==> config.mk <==
export PLATFORM = sky130hd
export DESIGN_NAME = dmem_port_arbiter_flat
export DESIGN_NICKNAME = d
export VERILOG_FILES = /design/src/rtl/dmem_port_arbiter_if.sv /design/src/rtl/dmem_port_arbiter.sv /design/src/flat_wrapper.sv
export SDC_FILE = /design/constraint.sdc
export NUM_CORES = 1
export LEC_CHECK = 0
export ABC_AREA = 0
export CAP_MARGIN = 10
export CELL_PAD_IN_SITES_DETAIL_PLACEMENT = 0
export CELL_PAD_IN_SITES_GLOBAL_PLACEMENT = 1
export CORE_MARGIN = 2
export CORE_UTILIZATION = 28
export DETAILED_ROUTE_END_ITERATION = 8
export GPL_ROUTABILITY_DRIVEN = 0
export PLACE_DENSITY_LB_ADDON = 0.05
export SETUP_SLACK_MARGIN = 0.2
export SKIP_LAST_GASP = 1
export SLEW_MARGIN = 20
export SYNTH_ARGS = -nofsm -noshare
export SYNTH_HDL_FRONTEND = slang
export SYNTH_SLANG_ARGS = --single-unit
==> constraint.sdc <==
create_clock -name clk -period 3.01 [get_ports clk]
set_clock_uncertainty 0.1 [all_clocks]
set_input_delay 0.4515 -clock clk [delete_from_list [all_inputs] [get_ports clk]]
set_output_delay 0.4515 -clock clk [all_outputs]
set_load 0.01 [all_outputs]
==> src/rtl/dmem_port_arbiter_if.sv <==
`default_nettype none
// ---------------------------------------------------------------------------
// dmem_port_arbiter_if : load/store unit and data-cache port signal bundle
// Rev 1.0
// ---------------------------------------------------------------------------
interface dmem_port_arbiter_if #(
  parameter int ADDRESS_SIZE = 32,
  parameter int OPERAND_SIZE = 32,
  parameter int ID_SIZE      = 1
);
  logic                    load_req;
  logic [ADDRESS_SIZE-1:0] load_address;
  logic [ID_SIZE-1:0]      load_id;
  logic [ID_SIZE-1:0]      head;
  logic                    stall_in;
  logic                    store_req;
  logic [ADDRESS_SIZE-1:0] store_address;
  logic [OPERAND_SIZE-1:0] store_value;
  logic [OPERAND_SIZE-1:0] load_value;
  logic                    load_done;
  logic                    store_done;
  logic                    stall_load;
  logic                    stall_store;
  logic                    dismiss_output;
  logic                    cache_request;
  logic                    cache_write;
  logic [ADDRESS_SIZE-1:0] cache_address;
  logic [OPERAND_SIZE-1:0] cache_data;
  logic [OPERAND_SIZE-1:0] cache_result;
  logic                    cache_satisfied;

  modport slave (
    input  load_req, load_address, load_id, head, stall_in,
    input  store_req, store_address, store_value,
    input  cache_result, cache_satisfied,
    output load_value, load_done, store_done, stall_load, stall_store,
    output dismiss_output, cache_request, cache_write, cache_address, cache_data
  );

  modport master (
    output load_req, load_address, load_id, head, stall_in,
    output store_req, store_address, store_value,
    output cache_result, cache_satisfied,
    input  load_value, load_done, store_done, stall_load, stall_store,
    input  dismiss_output, cache_request, cache_write, cache_address, cache_data
  );
endinterface
`default_nettype wire

==> src/rtl/dmem_port_arbiter.sv <==
`default_nettype none
// ---------------------------------------------------------------------------
// dmem_port_arbiter : registered, starvation-bounded load/store dcache arbiter
// Rev 1.0
// ---------------------------------------------------------------------------
module dmem_port_arbiter #(
  parameter int ADDRESS_SIZE = 32,
  parameter int OPERAND_SIZE = 32,
  parameter int ID_SIZE      = 1,
  parameter int STARVE_LIMIT = 4
) (
  input  wire logic        clk,
  input  wire logic        reset,
  dmem_port_arbiter_if.slave bus
);
  localparam int              c_CW    = $clog2(STARVE_LIMIT + 1);
  localparam logic [c_CW-1:0] c_LIMIT = c_CW'(STARVE_LIMIT);

  localparam logic [1:0] c_S_IDLE  = 2'd0;
  localparam logic [1:0] c_S_LOAD  = 2'd1;
  localparam logic [1:0] c_S_STORE = 2'd2;

  logic [1:0]              r_state;
  logic [1:0]              w_next_state;
  logic [c_CW-1:0]         r_starve_cnt;
  logic [ADDRESS_SIZE-1:0] r_cache_address;
  logic [OPERAND_SIZE-1:0] r_cache_data;
  logic [OPERAND_SIZE-1:0] r_load_value;
  logic                    r_load_done;
  logic                    r_store_done;
  logic [ID_SIZE-1:0]      w_load_id;
  logic                    w_load_elig;
  logic                    w_store_elig;
  logic                    w_grant_load;
  logic                    w_grant_store;
  logic                    w_complete;

  assign w_load_id    = bus.load_id;
  assign w_load_elig  = bus.load_req && !bus.stall_in && (w_load_id == bus.head);
  assign w_store_elig = bus.store_req;

  // Stores win by default; a load waiting through STARVE_LIMIT store grants wins next.
  assign w_grant_load  = (r_state == c_S_IDLE) && !reset && w_load_elig &&
                         (!w_store_elig || (r_starve_cnt == c_LIMIT));
  assign w_grant_store = (r_state == c_S_IDLE) && !reset && w_store_elig && !w_grant_load;
  assign w_complete    = (r_state != c_S_IDLE) && bus.cache_satisfied;

  always_ff @(posedge clk) begin
    if (reset) begin
      r_state <= c_S_IDLE;
    end else begin
      r_state <= w_next_state;
    end
  end

  always_comb begin
    w_next_state = r_state;
    case (r_state)
      c_S_IDLE: begin
        if (w_grant_load) begin
          w_next_state = c_S_LOAD;
        end else if (w_grant_store) begin
          w_next_state = c_S_STORE;
        end
      end
      c_S_LOAD, c_S_STORE: begin
        if (bus.cache_satisfied) begin
          w_next_state = c_S_IDLE;
        end
      end
      default: w_next_state = c_S_IDLE;
    endcase
  end

  always_comb begin
    bus.cache_request  = (r_state != c_S_IDLE);
    bus.cache_write    = (r_state == c_S_STORE);
    bus.dismiss_output = (r_state == c_S_STORE);
    bus.stall_load     = bus.load_req && !w_grant_load;
    bus.stall_store    = bus.store_req && !w_grant_store;
  end

  always_ff @(posedge clk) begin
    if (reset) begin
      r_starve_cnt    <= '0;
      r_cache_address <= '0;
      r_cache_data    <= '0;
      r_load_value    <= '0;
      r_load_done     <= 1'b0;
      r_store_done    <= 1'b0;
    end else begin
      r_load_done  <= w_complete && (r_state == c_S_LOAD);
      r_store_done <= w_complete && (r_state == c_S_STORE);
      if (w_complete && (r_state == c_S_LOAD)) begin
        r_load_value <= bus.cache_result;
      end
      if (w_grant_load) begin
        r_cache_address <= bus.load_address;
        r_starve_cnt    <= '0;
      end else if (w_grant_store) begin
        r_cache_address <= bus.store_address;
        r_cache_data    <= bus.store_value;
        if (!w_load_elig) begin
          r_starve_cnt <= '0;
        end else if (r_starve_cnt != c_LIMIT) begin
          r_starve_cnt <= r_starve_cnt + c_CW'(1);
        end
      end
    end
  end

  assign bus.cache_address = r_cache_address;
  assign bus.cache_data    = r_cache_data;
  assign bus.load_value    = r_load_value;
  assign bus.load_done     = r_load_done;
  assign bus.store_done    = r_store_done;
endmodule
`default_nettype wire

==> src/flat_wrapper.sv <==
// flat-port wrapper written by rule: the top's interface ports become plain ports
module dmem_port_arbiter_flat 
#(
  parameter int ADDRESS_SIZE = 32,
  parameter int OPERAND_SIZE = 32,
  parameter int ID_SIZE      = 1,
  parameter int STARVE_LIMIT = 4
)
  (clk, reset, bus_load_req, bus_load_address, bus_load_id, bus_head, bus_stall_in, bus_store_req, bus_store_address, bus_store_value, bus_cache_result, bus_cache_satisfied, bus_load_value, bus_load_done, bus_store_done, bus_stall_load, bus_stall_store, bus_dismiss_output, bus_cache_request, bus_cache_write, bus_cache_address, bus_cache_data);
  dmem_port_arbiter_if #(.ADDRESS_SIZE(ADDRESS_SIZE), .OPERAND_SIZE(OPERAND_SIZE), .ID_SIZE(ID_SIZE)) bus_i ();
  input  wire logic clk;
  input  wire logic reset;
  input wire logic [$bits(bus_i.load_req)-1:0] bus_load_req;
  input wire logic [$bits(bus_i.load_address)-1:0] bus_load_address;
  input wire logic [$bits(bus_i.load_id)-1:0] bus_load_id;
  input wire logic [$bits(bus_i.head)-1:0] bus_head;
  input wire logic [$bits(bus_i.stall_in)-1:0] bus_stall_in;
  input wire logic [$bits(bus_i.store_req)-1:0] bus_store_req;
  input wire logic [$bits(bus_i.store_address)-1:0] bus_store_address;
  input wire logic [$bits(bus_i.store_value)-1:0] bus_store_value;
  input wire logic [$bits(bus_i.cache_result)-1:0] bus_cache_result;
  input wire logic [$bits(bus_i.cache_satisfied)-1:0] bus_cache_satisfied;
  output wire logic [$bits(bus_i.load_value)-1:0] bus_load_value;
  output wire logic [$bits(bus_i.load_done)-1:0] bus_load_done;
  output wire logic [$bits(bus_i.store_done)-1:0] bus_store_done;
  output wire logic [$bits(bus_i.stall_load)-1:0] bus_stall_load;
  output wire logic [$bits(bus_i.stall_store)-1:0] bus_stall_store;
  output wire logic [$bits(bus_i.dismiss_output)-1:0] bus_dismiss_output;
  output wire logic [$bits(bus_i.cache_request)-1:0] bus_cache_request;
  output wire logic [$bits(bus_i.cache_write)-1:0] bus_cache_write;
  output wire logic [$bits(bus_i.cache_address)-1:0] bus_cache_address;
  output wire logic [$bits(bus_i.cache_data)-1:0] bus_cache_data;
  assign bus_i.load_req = bus_load_req;
  assign bus_i.load_address = bus_load_address;
  assign bus_i.load_id = bus_load_id;
  assign bus_i.head = bus_head;
  assign bus_i.stall_in = bus_stall_in;
  assign bus_i.store_req = bus_store_req;
  assign bus_i.store_address = bus_store_address;
  assign bus_i.store_value = bus_store_value;
  assign bus_i.cache_result = bus_cache_result;
  assign bus_i.cache_satisfied = bus_cache_satisfied;
  assign bus_load_value = bus_i.load_value;
  assign bus_load_done = bus_i.load_done;
  assign bus_store_done = bus_i.store_done;
  assign bus_stall_load = bus_i.stall_load;
  assign bus_stall_store = bus_i.stall_store;
  assign bus_dismiss_output = bus_i.dismiss_output;
  assign bus_cache_request = bus_i.cache_request;
  assign bus_cache_write = bus_i.cache_write;
  assign bus_cache_address = bus_i.cache_address;
  assign bus_cache_data = bus_i.cache_data;
  dmem_port_arbiter #(.ADDRESS_SIZE(ADDRESS_SIZE), .OPERAND_SIZE(OPERAND_SIZE), .ID_SIZE(ID_SIZE), .STARVE_LIMIT(STARVE_LIMIT)) u_core (.clk(clk), .reset(reset), .bus(bus_i));
endmodule
# Yosys cells after proc, flatten, opt, wreduce, memory -nomap -nowiden
# Cells that the tools add are included.
# totals
wordCells	51
inputBits	136
output_inout_bits	103
reg_bits	103
# classes
n_mux	8
eq_ne	8
n_reduce_logical	26
bitwise_logic	1
n_addsub	1
# ops
operator	n
32-bit two-way mux	2
1-bit logical AND	12
2-bit two-way mux	3
3-bit two-way mux	2
2-bit AND reduction	3
1-bit zero test	5
2-bit != test (second input constant)	2
2-bit case mux with 2 select lines	1
2-bit nonzero test	2
2-bit OR reduction	2
3-bit by 1-bit adder with 3-bit output (second input constant)	1
3-bit == test (second input constant)	1
3-bit by 1-bit != test with 1-bit output (second input constant)	1
3-bit != test (second input constant)	1
2-bit by 1-bit == test with 1-bit output (second input constant)	1
2-bit == test (second input constant)	1
2-bit zero test	1
1-bit == test	1
1-bit logical OR	1
1-bit inverter	1

# Logic depth before layout (Yosys ltp)
# depth
depth_word	10
ltp_mapped	9
ltp_nobuf	6

# Least setup slack after synthesis
# No wires, ideal clock.
# synth_timing
kind	flip-flop to output port
start	register u_core.r_state[0]
end	output bus_stall_store
path_slack_ps	941
required_ps	2458
path_stages_with_launch	9
arrival_ps	1518
path_buffers	3
path_cell_list	dfxtp_1 -> inv_1 -> ha_1 -> buf_4 -> nand3b_2 -> a41o_1 -> buf_4 -> buf_4 -> and2_1
# synth_via
elab_chain_cells	8
elab_cells_between_ends	9
classes_between	reduce/logical (9)
# synth_lines
element	line_no	source
start, declared	dmem_port_arbiter.sv:23	logic [1:0] r_state;
start signal, assigned	dmem_port_arbiter.sv:50	r_state <= c_S_IDLE;
start signal, assigned	dmem_port_arbiter.sv:52	r_state <= w_next_state;
2-bit zero test *	dmem_port_arbiter.sv:43, dmem_port_arbiter.sv:45	
1-bit logical AND *	dmem_port_arbiter.sv:43, dmem_port_arbiter.sv:45	
1-bit logical AND (2 in series)	dmem_port_arbiter.sv:43	assign w_grant_load = (r_state == c_S_IDLE) && !reset && w_load_elig &&
1-bit zero test	dmem_port_arbiter.sv:45	assign w_grant_store = (r_state == c_S_IDLE) && !reset && w_store_elig && !w_grant_load;
1-bit logical AND *	dmem_port_arbiter.sv:45	
1-bit zero test *	dmem_port_arbiter.sv:80	bus.stall_store = bus.store_req && !w_grant_store;
1-bit logical AND *	dmem_port_arbiter.sv:80	
end, declared	flat_wrapper.sv:27	output wire logic [$bits(bus_i.stall_store)-1:0] bus_stall_store;
# Mark *: on every way between the ends. The rest lies on a longest branch, timed or not.

# Worst setup path in the final report
# layout_timing
start	input bus_head
end	output bus_stall_load
# layout_via
elab_chain_cells	6
# layout_lines
element	line_no	source
start, declared	flat_wrapper.sv:16	input wire logic [$bits(bus_i.head)-1:0] bus_head;
1-bit == test	dmem_port_arbiter.sv:39	assign w_load_elig = bus.load_req && !bus.stall_in && (w_load_id == bus.head);
1-bit logical AND	dmem_port_arbiter.sv:39	
1-bit logical AND (2 in series)	dmem_port_arbiter.sv:43	
1-bit zero test	dmem_port_arbiter.sv:79	bus.stall_load = bus.load_req && !w_grant_load;
1-bit logical AND	dmem_port_arbiter.sv:79	
end, declared	flat_wrapper.sv:26	output wire logic [$bits(bus_i.stall_load)-1:0] bus_stall_load;
# Every way passes these cells.

==> summary.md <==
Die area: 15540 sq um. Critical path start-end classification: input port to primary output. The logs give 16.52% for the global-route usage over all layers and 13220 um for the final wirelength. During synthesis, Yosys emitted a total of 0 warnings.

The max-capacitance violation count is 0. The xor and xnor area share after synthesis is 0.6137%. In the routed design, unresolved DRC markers number 0. The largest individual stage delay along the critical path comes from the cell clkdlybuf4s50_1. For this design the static power due to leakage is 2.393 nW. Entering global routing, the biggest net connects 87 pins. Global routing finished with a remaining overflow of 0.

The logs give 3.139 mW for the total power consumption of the routed design and 2.17 ns for the data arrival time at the worst-slack endpoint. For the number of library cell types mapped by synthesis, the log shows 34. Once the clock tree was built, the setup fixing pass inserted 0 buffers. The average wire per cell in the routed design was 14.46 um; the mean area per synthesized cell was 8.011 sq um. The synthesized netlist devotes 1.534% of its cell area to adder and majority cells. The startpoint class of the critical path is an input port.

The initial utilization of the core area, before any placement, comes to 28.38%. The number of nets in the layout came out at 867. By area, the combinational part of the netlist is dominated by simple AND/OR/NAND/NOR gates.

The tools report the clock tree root buffer cell as clkbuf_16. The run gives 0 as the number of antenna violations at the first check in global routing. Of the total power, the share spent switching nets is 23.84%. The final cell area excluding filler cells is 6842 sq um.

The path category of the worst min-delay check is input port to flop. TritonCTS built the clock tree. Start of the worst register-to-register path: u_core.r_starve_cnt[0]$_SDFFE_PP0P_. After Yosys synthesis, and, or, nand and nor cells account for 23.84% of the synthesized area. The number of global-route vias before repair is 4234. STA puts the critical path data required time at 2.46 ns. The detailed router placed 4179 vias in this run. The top cell types in the final layout, fill and taps aside, are clkdlybuf4s50_1, nand2_1, dfxtp_1.

The most common cell type on the critical path was clkdlybuf4s50_1. The signal on the critical path passes through clkdlybuf4s50_1 > xnor2_4 > nand4_1 > o21a_1 > clkdlybuf4s50_1. Among all flip-flop cells after synthesis, the most frequent one is dfxtp_1. The half-perimeter wire length of the detailed placement result is 9274 um, and the transition time of the tightest slew-check pin is 0.9319 ns. Setup repair after global routing left no endpoint under its margin.

The die is 124.7 um tall. Power spread over the standard cell area amounts to 458.8 nW/um^2. The biggest cell delay along the critical path works out to 0.49 ns. For the finished layout, the period the worst path requires is 2.720 ns.

After the first detailed-routing iteration, the DRC count stood at 191. Cells fill 47.61% of the core in the end. In this run the power spent charging and discharging nets is 0.7482 mW.

After detailed placement, the design holds a cell count of 899. The total count of hold-check failures in the final report was 0; the achievable clock frequency was 367.6 MHz. The tools report the start point of the worst hold path as reset.

Summing the areas of all compound-gate instances in the mapped netlist gives 17.15% of the synthesized area. The area growth from synthesis to layout is 67.78%, and the clock latency of the later-clocked register in the worst-skew pair is 0.34 ns. The fraction of registers with async set or reset after synthesis came out at 0%. The count of flip-flops with a built-in enable after synthesis came out at 0. The most critical setup path has its startpoint at bus_head.

The sequential share of power was 46.3%; the global-route wire length before repair was 20910 um. Cell internal power was estimated by the tool at 2.390 mW. STA classifies the critical path endpoint as a primary output. The tools report the post-synthesis instance area as 4078 sq um. In this run the deepest clock path goes through 2 buffers. For the detailed-router iteration count before antenna repair, the log shows 4. Clock tree synthesis found a total of 103 sinks. The finished layout holds 914 standard cells, fillers aside. The flow ran to the end, and the final reports show no timing, DRC or antenna violations.

Leaving out fill and tap cells, the most frequent cell in the layout is clkdlybuf4s50_1. The floorplan step set the die width to 124.7 um. The average vias per placed instance was 4.572; the number of instances in the synthesized netlist was 509. Multiplexer share of the synthesized area: 0.2455%. The clock transition at the registers of the reported paths was 0.07 ns. Row generation in the floorplan step produced 44 rows.

The share of the Yosys chip area taken by registers is 50.57%. Along the worst path, the maximum fanout reaches 7. Setup violations remaining at the end of the flow were counted as 0. The I/O pin count was 239; the number of buffers created by CTS was 9. The H-tree generated during clock tree synthesis spans 3 levels. The clock network accounts for 35.9% of the total power.

The fraction of layout cells with a size suffix above 1 was 4.247%. In this run the remaining antenna-violating nets after routing total 0. The worst slew slack as a fraction of its limit came out at 37.88%. The number of antenna diodes in the final layout is 0. Number of pins with negative max-slew slack in the final report: 0.

The share of the clock period used by the worst path after layout was 90.37%; the total cell area at the placement stage was 6548 sq um. The number of nets handed over by synthesis was 650. The worst IR drop on VDD is 269.4 uV. The setup TNS was 0 ns; the number of register bits inferred by synthesis was 103. Part of the total power dissipated in combinational logic: 17.7%.

The number of port buffers is 238, and the placeable core area is 14370 sq um.
==> worst paths after layout <==
kind                                          endpoint  slack (ns)  depth (start not counted)
max                                     bus_stall_load        0.29                          5
min          u_core.bus.cache_address[18]$_SDFFE_PP0P_        0.34                          2
max reg2reg  u_core.bus.cache_address[22]$_SDFFE_PP0P_        0.78                          7
min reg2reg      u_core.bus.cache_data[9]$_SDFFE_PP0P_        0.35                          2
==> metal layers <==
metal	up-vias	part of all wire [%]	GRT usage, %
li1	2124	-	-
met1	1879	42	19.03
met2	156	47	27.93
met3	20	8.9	5.756
met4	0	2.3	6.742
met5	-	0	0
==> cells by family after synthesis <==
| group | count (synthesis) |
|---|---|
| mux | 1 |
| flops | 103 |
| compound gates | 107 |
| xor+xnor | 2 |
| buf+inv | 47 |
| simple gates | 244 |
| fa+ha+maj | 5 |
==> repair_timing <==
action	4_1_cts	5_1_grt
hold buffers	0	0
gates resized for setup	1	1
endpoints found under the setup margin	1	1
==> worst max-delay path: cells and delay by family <==
family | cells | cell delay [ns]
simple gates | 1 | 0.21
compound gates | 1 | 0.22
xor+xnor | 1 | 0.32
buf+inv | 2 | 0.96
==> per-stage QoR <==
| step | setup WS (ns) | hold WS (ns) |
|---|---|---|
| detailed placement | 0.1996 | 0.3453 |
| global placement | 0.1869 | 0.3416 |
| finish | 0.2900 | 0.3398 |
| CTS | 0.2389 | 0.3325 |
| floorplan | 0.9410 | 0.3530 |
| global route | 0.2005 | 0.3491 |
==> flip-flops by register name (all words and copies together), names as in the netlist <==
register and count:
u_core.r_state 2, u_core.r_starve_cnt 3, u_core.bus.load_done 1, u_core.bus.load_value 32, u_core.bus.store_done 1, u_core.bus.cache_data 32, u_core.bus.cache_address 32
==> cells in the mapped netlist (2+ instances only) <==
| cell | number | area [sq um] |
|---|---|---|
| ha_1 | 5 | 62.56 |
| dfxtp_1 | 103 | 2062 |
| buf_6 | 3 | 33.78 |
| inv_1 | 5 | 18.77 |
| buf_2 | 7 | 35.03 |
| nor2_1 | 33 | 123.9 |
| a21oi_1 | 68 | 340.3 |
| nor4bb_1 | 2 | 20.02 |
| nand2_1 | 196 | 735.7 |
| a311oi_1 | 32 | 280.3 |
| nand3_1 | 4 | 20.02 |
| buf_4 | 10 | 75.07 |
| clkbuf_1 | 20 | 75.07 |
==> area by class of cell <==
cell class	instances	area (sq um)
Sequential cell	103	2062
Multi-Input combinational cell	359	1783
Fill cell	1415	7527
Clock buffer	11	232.7
Tap cell	184	230.2
Clock inverter	4	47.55
Inverter	5	18.77
Timing Repair Buffer	248	2467
==> power by group through the flow <==
stage / Clock [mW] / Combinational, mW / Sequential (mW)
2_1_floorplan: 0 / 0.182 / 1.51
3_3_place_gp: 0 / 0.554 / 1.48
3_5_place_dp: 0 / 0.559 / 1.48
4_1_cts: 1.18 / 0.564 / 1.45
5_1_grt: 1.23 / 0.604 / 1.46
6_report: 1.13 / 0.556 / 1.45
(Power assumes the default switching activity.)
